[config.mk]
export PLATFORM = sky130hd
export DESIGN_NAME = add_round_key_seq
export DESIGN_NICKNAME = d
export VERILOG_FILES = /design/src/rtl/ldmac_pkg.sv /design/src/rtl/rc_lfsr.sv /design/src/rtl/add_round_key_seq.sv
export SDC_FILE = /design/constraint.sdc
export NUM_CORES = 1
export LEC_CHECK = 0
export ABC_CLOCK_PERIOD_IN_PS = 7300
export BUFFER_PORTS_ARGS = -buffer_cell sky130_fd_sc_hd__buf_2
export CELL_PAD_IN_SITES_DETAIL_PLACEMENT = 0
export CELL_PAD_IN_SITES_GLOBAL_PLACEMENT = 1
export CORE_MARGIN = 2
export CORE_UTILIZATION = 42
export CTS_BUF_LIST = sky130_fd_sc_hd__clkbuf_4
export DETAILED_ROUTE_END_ITERATION = 7
export PLACE_DENSITY_LB_ADDON = 0.1
export SETUP_SLACK_MARGIN = 0.02
export SLEW_MARGIN = 30
export SYNTH_ARGS = -nofsm -noshare
export SYNTH_HDL_FRONTEND = slang
export SYNTH_SLANG_ARGS = --single-unit
[constraint.sdc]
create_clock -name clk -period 7.3 [get_ports clk]
set_clock_uncertainty 0.1 [all_clocks]
set_input_delay 1.095 -clock clk [delete_from_list [all_inputs] [get_ports clk]]
set_output_delay 1.095 -clock clk [all_outputs]
set_load 0.05 [all_outputs]
[src/rtl/ldmac_pkg.sv]
// Shared types and helpers for the ldmac round-key addition stage.
package ldmac_pkg;

  typedef enum logic {
    IDLE = 1'b0,
    RUN  = 1'b1
  } state_t;

  localparam logic [5:0] RC_INIT_DEFAULT = 6'h01;
  localparam int         RC_MAXW         = 64;

  // Shift left by one within rcw bits, feeding back rc[rcw-1]^rc[rcw-2]^1.
  function automatic logic [RC_MAXW-1:0] rc_next(input logic [RC_MAXW-1:0] rc,
                                                 input int rcw);
    logic [RC_MAXW-1:0] mask;
    logic [RC_MAXW-1:0] res;
    mask   = (RC_MAXW'(1) << rcw) - RC_MAXW'(1);
    res    = (rc << 1) & mask;
    res[0] = rc[rcw-1] ^ rc[rcw-2] ^ 1'b1;
    return res;
  endfunction

  // Key word XORed into state word j (1 <= j <= nw-2).
  function automatic int key_idx(input int j, input int nw);
    return (2 * (j - 1)) % nw;
  endfunction

endpackage

[src/rtl/rc_lfsr.sv]
// Round-constant register: loads the initial constant, advances once per accepted beat.
module rc_lfsr
  import ldmac_pkg::*;
#(
  parameter int RCW = 6
) (
  input  logic           clk,
  input  logic           rst,
  input  logic           load,
  input  logic           step,
  input  logic [RCW-1:0] init,
  output logic [RCW-1:0] rc
);

  logic [RCW-1:0] rc_reg;

  always_ff @(posedge clk) begin
    if (rst) begin
      rc_reg <= '0;
    end else if (load) begin
      rc_reg <= init;
    end else if (step) begin
      rc_reg <= RCW'(rc_next(RC_MAXW'(rc_reg), RCW));
    end
  end

  assign rc = rc_reg;

endmodule

[src/rtl/add_round_key_seq.sv]
// Sequenced AddRoundKey stage: rotating key, LFSR round constant and a
// registered 1-deep valid/ready output slot.
module add_round_key_seq
  import ldmac_pkg::*;
#(
  parameter int             W        = 32,
  parameter int             NW       = 4,
  parameter int             RCW      = 6,
  parameter int             NROUNDS  = 32,
  parameter logic [RCW-1:0] RC_INIT  = RCW'(RC_INIT_DEFAULT),
  parameter bit             FLIP_MSB = 1'b1
) (
  input  logic          clk,
  input  logic          rst,
  input  logic          start,
  input  logic [NW*W-1:0] key,
  input  logic          in_valid,
  output logic          in_ready,
  input  logic [NW*W-1:0] in_state,
  output logic          out_valid,
  input  logic          out_ready,
  output logic [NW*W-1:0] out_state,
  output logic          out_last,
  output logic [5:0]    out_round,
  output logic          busy
);

  localparam logic [W-1:0] FLIP_MASK = {FLIP_MSB, {(W-1){1'b0}}};

  state_t          state_reg, state_next;
  logic [W-1:0]    key_reg [NW];
  logic [5:0]      rnd_reg;
  logic [RCW-1:0]  rc;
  logic            accept;
  logic            last_rnd;
  logic [NW*W-1:0] b_state;

  logic            out_valid_reg;
  logic            out_last_reg;
  logic [5:0]      out_round_reg;
  logic [NW*W-1:0] out_state_reg;

  assign accept   = in_valid && in_ready;
  assign last_rnd = (rnd_reg == 6'(NROUNDS - 1));

  // FSM: state register
  always_ff @(posedge clk) begin
    if (rst) begin
      state_reg <= IDLE;
    end else begin
      state_reg <= state_next;
    end
  end

  // FSM: next state; start restarts the block from either state
  always_comb begin
    state_next = state_reg;
    case (state_reg)
      IDLE: if (start) state_next = RUN;
      RUN: begin
        if (start) begin
          state_next = RUN;
        end else if (accept && last_rnd) begin
          state_next = IDLE;
        end
      end
      default: state_next = IDLE;
    endcase
  end

  // FSM: outputs; in_ready never depends on in_valid
  always_comb begin
    busy     = (state_reg == RUN);
    in_ready = busy && (!out_valid_reg || out_ready) && !start;
  end

  rc_lfsr #(
    .RCW (RCW)
  ) u_rc_lfsr (
    .clk  (clk),
    .rst  (rst),
    .load (start),
    .step (accept),
    .init (RC_INIT),
    .rc   (rc)
  );

  // Key rotates one word per accepted beat so round r sees K0[(i+r) mod NW]
  always_ff @(posedge clk) begin
    if (rst) begin
      for (int i = 0; i < NW; i++) key_reg[i] <= '0;
    end else if (start) begin
      for (int i = 0; i < NW; i++) key_reg[i] <= key[i*W +: W];
    end else if (accept) begin
      for (int i = 0; i < NW; i++) key_reg[i] <= key_reg[(i + 1) % NW];
    end
  end

  always_ff @(posedge clk) begin
    if (rst) begin
      rnd_reg <= '0;
    end else if (start) begin
      rnd_reg <= '0;
    end else if (accept) begin
      rnd_reg <= rnd_reg + 6'd1;
    end
  end

  genvar gi;
  generate
    for (gi = 0; gi < NW; gi++) begin : g_word
      if (gi == 0) begin : g_pass
        assign b_state[gi*W +: W] = in_state[gi*W +: W];
      end else if (gi < NW - 1) begin : g_key
        localparam int KI = key_idx(gi, NW);
        assign b_state[gi*W +: W] = in_state[gi*W +: W] ^ key_reg[KI];
      end else begin : g_rc
        assign b_state[gi*W +: W] = in_state[gi*W +: W] ^ FLIP_MASK
                                    ^ {{(W-RCW){1'b0}}, rc};
      end
    end
  endgenerate

  // A drain and accept in the same cycle simply replaces the held beat
  always_ff @(posedge clk) begin
    if (rst) begin
      out_valid_reg <= 1'b0;
      out_last_reg  <= 1'b0;
      out_round_reg <= '0;
      out_state_reg <= '0;
    end else if (start) begin
      out_valid_reg <= 1'b0;
    end else if (accept) begin
      out_valid_reg <= 1'b1;
      out_last_reg  <= last_rnd;
      out_round_reg <= rnd_reg;
      out_state_reg <= b_state;
    end else if (out_ready) begin
      out_valid_reg <= 1'b0;
    end
  end

  assign out_valid = out_valid_reg;
  assign out_last  = out_last_reg;
  assign out_round = out_round_reg;
  assign out_state = out_state_reg;

endmodule

### Yosys cells after proc, flatten, opt, wreduce, memory -nomap -nowiden

Memory sizes are Yosys's and may differ from the RTL's.
Index checks and enable logic that the tools add are counted.

| storage, ports and cells | value |
|---|---|
| register bits after elaboration | 149 |
| memory bits (writable) | 128 |
| output and inout port bits | 138 |
| memories | 1 |

| operators by class | value |
|---|---|
| add/sub/neg operators | 1 |
| eq/ne operators | 1 |
| mux-type cells | 24 |
| bitwise gates (word level) | 16 |
| reduce and logical (&&, ||, !) cells | 11 |

Memories:

| memory | words | bits a word | read ports | clocked after Yosys merged registers in | wr ports | RTL line | RTL |
|---|---|---|---|---|---|---|---|
| key_reg | 4 | 32 | 4 | 0 | 4 | add_round_key_seq.sv:31 | `logic [W-1:0] key_reg [NW];` |

Operators with widths:

| operator | count |
|---|---|
| 32-bit 2-to-1 mux | 8 |
| 32-bit XOR | 2 |
| 32-bit by 6-bit XOR with 32-bit output | 1 |
| 1-bit 2-to-1 mux | 15 |
| 1-bit OR | 8 |
| 6-bit by 1-bit adder with 6-bit output (second input constant) | 1 |
| 6-bit by 5-bit equality test with 1-bit output (second input constant) | 1 |
| 1-bit logical AND | 4 |
| 1-bit NOT | 4 |
| 2-bit nonzero test | 2 |
| 1-bit zero test | 2 |
| 1-bit one-hot mux with 2 select lines | 1 |
| 2-bit AND reduction | 1 |
| 2-bit OR reduction | 1 |
| 1-bit logical OR | 1 |
| 1-bit XOR | 1 |

### Longest topological paths before layout

| logic depth | value |
|---|---|
| depth in word-level cells | 10 |
| gate-level depth with buffers | 8 |

### Modules after synthesis

From an unflattened synthesis, not the netlist that was laid out.

| second synthesis, totals | value |
|---|---|
| cells, all modules | 947 |
| area, all modules | 10926.7 um2 |

Modules (own cells, without submodules):

| module | times used | cells an instance | area an instance (um2) | seq. area each (um2) |
|---|---|---|---|---|
| add_round_key_seq | 1 | 918 | 10610.2 | 6706.4 |
| rc_lfsr | 1 | 29 | 316.6 | 120.1 |

### Worst setup path before layout

No wires, ideal clock.

| path | value |
|---|---|
| path type | input to register |
| start | in out_ready |
| end | mem key_reg[0][0] (enable) |
| data arrival time | 3353 ps |
| required time | 6777 ps |
| setup slack | 3424 ps |
| stages | 7 |
| buffers on the path | 4 |
| cells stage by stage | nor2b_1 buf_6 or3_1 clkbuf_1 buf_6 buf_2 nand2_1 |

RTL lines:

| element | RTL line | RTL |
|---|---|---|
| start: declaration | add_round_key_seq.sv:21 | `input logic out_ready,` |
| end: declaration | add_round_key_seq.sv:31 |  |

### Final worst setup path

| path | value |
|---|---|
| start | in out_ready |
| end | out in_ready |

| on the way | value |
|---|---|
| longest elaborated chain between the ends | 3 |

RTL lines:

| element | RTL line | RTL |
|---|---|---|
| 1-bit logical OR | add_round_key_seq.sv:74 | `in_ready = busy && (!out_valid_reg \|\| out_ready) && !start;` |
| 1-bit logical AND (2 in a row) | add_round_key_seq.sv:74 |  |
| end: declaration | add_round_key_seq.sv:18 | `output logic in_ready,` |

No other way between the ends.

==> key figures <==
Placed design
  • DP HPWL: 20280 um
  • Post-placement cell count: 1604
  • Placement Cell Area: 0.01302 mm2
  • Placer Congestion: 0.7645
  • IO buf count: 398

Layout
  • Commonest cells after routing, fill and taps aside: 397 x buf_2, 149 x dfxtp_1, 142 x nand2_1, 128 x a22o_1, 128 x edfxtp_1
  • Post-layout nets: 1613
  • Final cell count without fillers: about 1700
  • Most common cell after layout, fill and taps aside: buf_2
  • Final instance area: 0.01408 mm2
  • Layout cell share with drive strength beyond 1: a little under two fifths
  • Post-layout util: between 50% and 60%
  • Layout area overhead: 29.44%

Die
  • Io pins: 399
  • Die height: 164.9 um
  • Core area: 0.02533 mm2
  • Die X: 164.9 um
  • Row Count: 58
  • Die ar.: 0.02719 mm2
  • Initial core utilization: 42.94%

Timing
  • TNS Setup: 0 ns
  • Slew @ Worst Pin: ~0.93 ns
  • Slew headroom: 37.74%
  • Final Hold Vio Count: 0
  • Max Freq: 0.2974 GHz
  • Final period util: 46.06%
  • RSZ-0062 raised after global routing: no
  • Setup violators final: 0
  • Pins over their slew limit: 0
  • Min Tclk post-route: 3.362 ns

Worst setup path
  • Reg-to-reg critical path endpoint: key_reg[1][27]
  • Worst Setup Start Kind: primary input
  • Worst-path fanout max: 7
  • R2R setup slack: 4.73 ns
  • Worst r2r src: out_valid
  • Cell Chain, Critical Path: buf_2 > nor2b_1 > nor3b_1 > buf_2
  • Critical path origin: out_ready
  • Slowest stage delay, CP: 0.63 ns
  • Worst reg2reg path depth: 5
  • CP most frequent cell: buf_2
  • Crit. End Element: output pin
  • Setup crit end: in_ready
  • WP data required: 6.11 ns
  • Crit path DAT: 2.17 ns
  • Critical path type: in2out
  • Critical-path top delay cell: nor2b_1

Logic synthesis
  • Post-synth cell types: 29
  • Synthesized cell area: 0.01087 mm2
  • Syn nets: between 1000 and 1500
  • Register area share after synthesis: 62.78%
  • Syn Area/Cell: 11.51 um2
  • FF+latch count, synth: 277
  • Yosys warnings: 0
  • Mapped Cells: 945

Detailed routing
  • DRT antenna net count: 0
  • # DRC: 0
  • Drt pass-1 iters: 4
  • Total number of vias: 8691
  • Via-per-instance ratio: roughly 5.0
  • Post-Route WL: 30430 um
  • Routed len/inst: between 15 and 20 um
  • Detailed Route Iter0 Violations: 499

Clocking
  • Clock Latency Late Sink: 0.65 ns
  • CTS Buf Count: 75
  • TritonCTS clock tree: done
  • CTS max path bufs: 3
  • Number of cells upsized or downsized after cts: 0
  • Number of post-CTS setup repair buffers: 0
  • Clk pin slew, worst setup/hold paths: around 0.06 ns
  • H-tree levels: 3
  • Clk root buf: clkbuf_4
  • Hold buffer count at cts: 0
  • Clock sink count: 277

Global routing
  • Initial antenna violation count: 11
  • Overflow after GRT: 0
  • Total GRT Usage: 21.29%
  • Largest net degree at the start of global routing: 106
  • Vias in the first global route: 8038
  • First-pass GRT wire length: 44250 um

Pwr
  • Maximum vdd ir drop: 0.1046 mV
  • Cell Pwr Density: around 260 mW/mm2
  • Total power draw: 3639 uW
  • Leak: 0.005964 uW

Flow run
  • Number of max-cap violations: 0

Status
  • Outcome: finished clean

Min path
  • Hold WC Path Type: reg2reg
[synth_stat cells]
| cell type | number | area share, % |
|---|---|---|
| nor3_4 | 1 | 0.15 |
| a22o_1 | 128 | 10 |
| nand3_1 | 3 | 0.14 |
| buf_2 | 34 | 1.6 |
| dfxtp_1 | 149 | 27 |
| or2_1 | 1 | 0.058 |
| nor3b_1 | 2 | 0.14 |
| a21oi_1 | 73 | 3.4 |
| xnor2_1 | 74 | 6.0 |
| clkbuf_1 | 39 | 1.3 |
| a211oi_1 | 71 | 4.9 |
| buf_6 | 2 | 0.21 |
| nor4_1 | 1 | 0.058 |
| a31o_2 | 1 | 0.081 |
| o41ai_2 | 1 | 0.15 |
| a21o_1 | 1 | 0.069 |
| edfxtp_1 | 128 | 35 |
| buf_4 | 2 | 0.14 |
| nor3_1 | 1 | 0.046 |
| nor2b_1 | 2 | 0.12 |
| nor2_1 | 78 | 2.7 |
| buf_1 | 1 | 0.034 |
| ha_1 | 1 | 0.12 |
| or3_1 | 2 | 0.12 |
| nand4b_1 | 1 | 0.081 |
| o311ai_4 | 1 | 0.24 |
| nand2_2 | 1 | 0.058 |
| nand2_1 | 145 | 5.0 |
| nor3_2 | 1 | 0.092 |
[metrics by stage]
stage          setup WS [ns]  hold WS, ns
3_3_place_gp           3.329       0.3380
4_1_cts                3.940       0.3523
2_1_floorplan          3.424       0.3576
6_report               3.938       0.3487
3_5_place_dp           3.338       0.3435
5_1_grt                3.811       0.3649
[area by class of cell]
| class | instances | area (um2) |
|---|---|---|
| Antenna cell | 8 | 20.02 |
| Clock inverter | 15 | 162.7 |
| Tap cell | 330 | 412.9 |
| Fill cell | 2378 | 11250 |
| Sequential cell | 277 | 6827 |
| Timing Repair Buffer | 407 | 2066 |
| Clock buffer | 116 | 870.8 |
| Multi-Input combinational cell | 590 | 3717 |
[kinds of logic (layout without fill, tap and decap cells)]
logic type,Yosys count,in the layout,share of synthesized area [%]
other,0,8,0
DFF,277,277,62.78
buffers and inverters,78,538,3.291
xor gates and xnor gates,74,74,5.960
and+or+nand+nor,239,239,8.745
AOI/OAI and AO/OA,276,276,19.11
adders and majority gates,1,1,0.1150
[where the power goes]
group,total [uW],switching [uW],internal (uW)
registers,1770,50.6,1720
logic,380,235,145
clock network,1490,632,861
total,3640,918,2720
[how the worst min path moves through the flow]
stage / startpoint / end / slack, ns / depth (start not counted)
finish: out_state[117] / out_state[117] / 0.35 / 2
global route: out_round[1] / out_round[1] / 0.36 / 2
CTS: out_state[8] / out_state[8] / 0.35 / 2
detailed placement: out_state[8] / out_state[8] / 0.34 / 2
global placement: out_state[125] / out_state[125] / 0.34 / 2
floorplan: u_rc_lfsr.rc[0] / u_rc_lfsr.rc[1] / 0.36 / 2
[critical path: cells and delay by family]
family	cells	cell delay [ns]
simple gates	2	0.73
buf+inv	2	0.35
[routing by layer]
layer	GRT usage [%]	wire, um
met5	0	48
met4	7.273	472
met3	8.061	2997
met2	33.97	14300
met1	26.59	12620
Note: power is estimated with default switching activity, not from simulation.
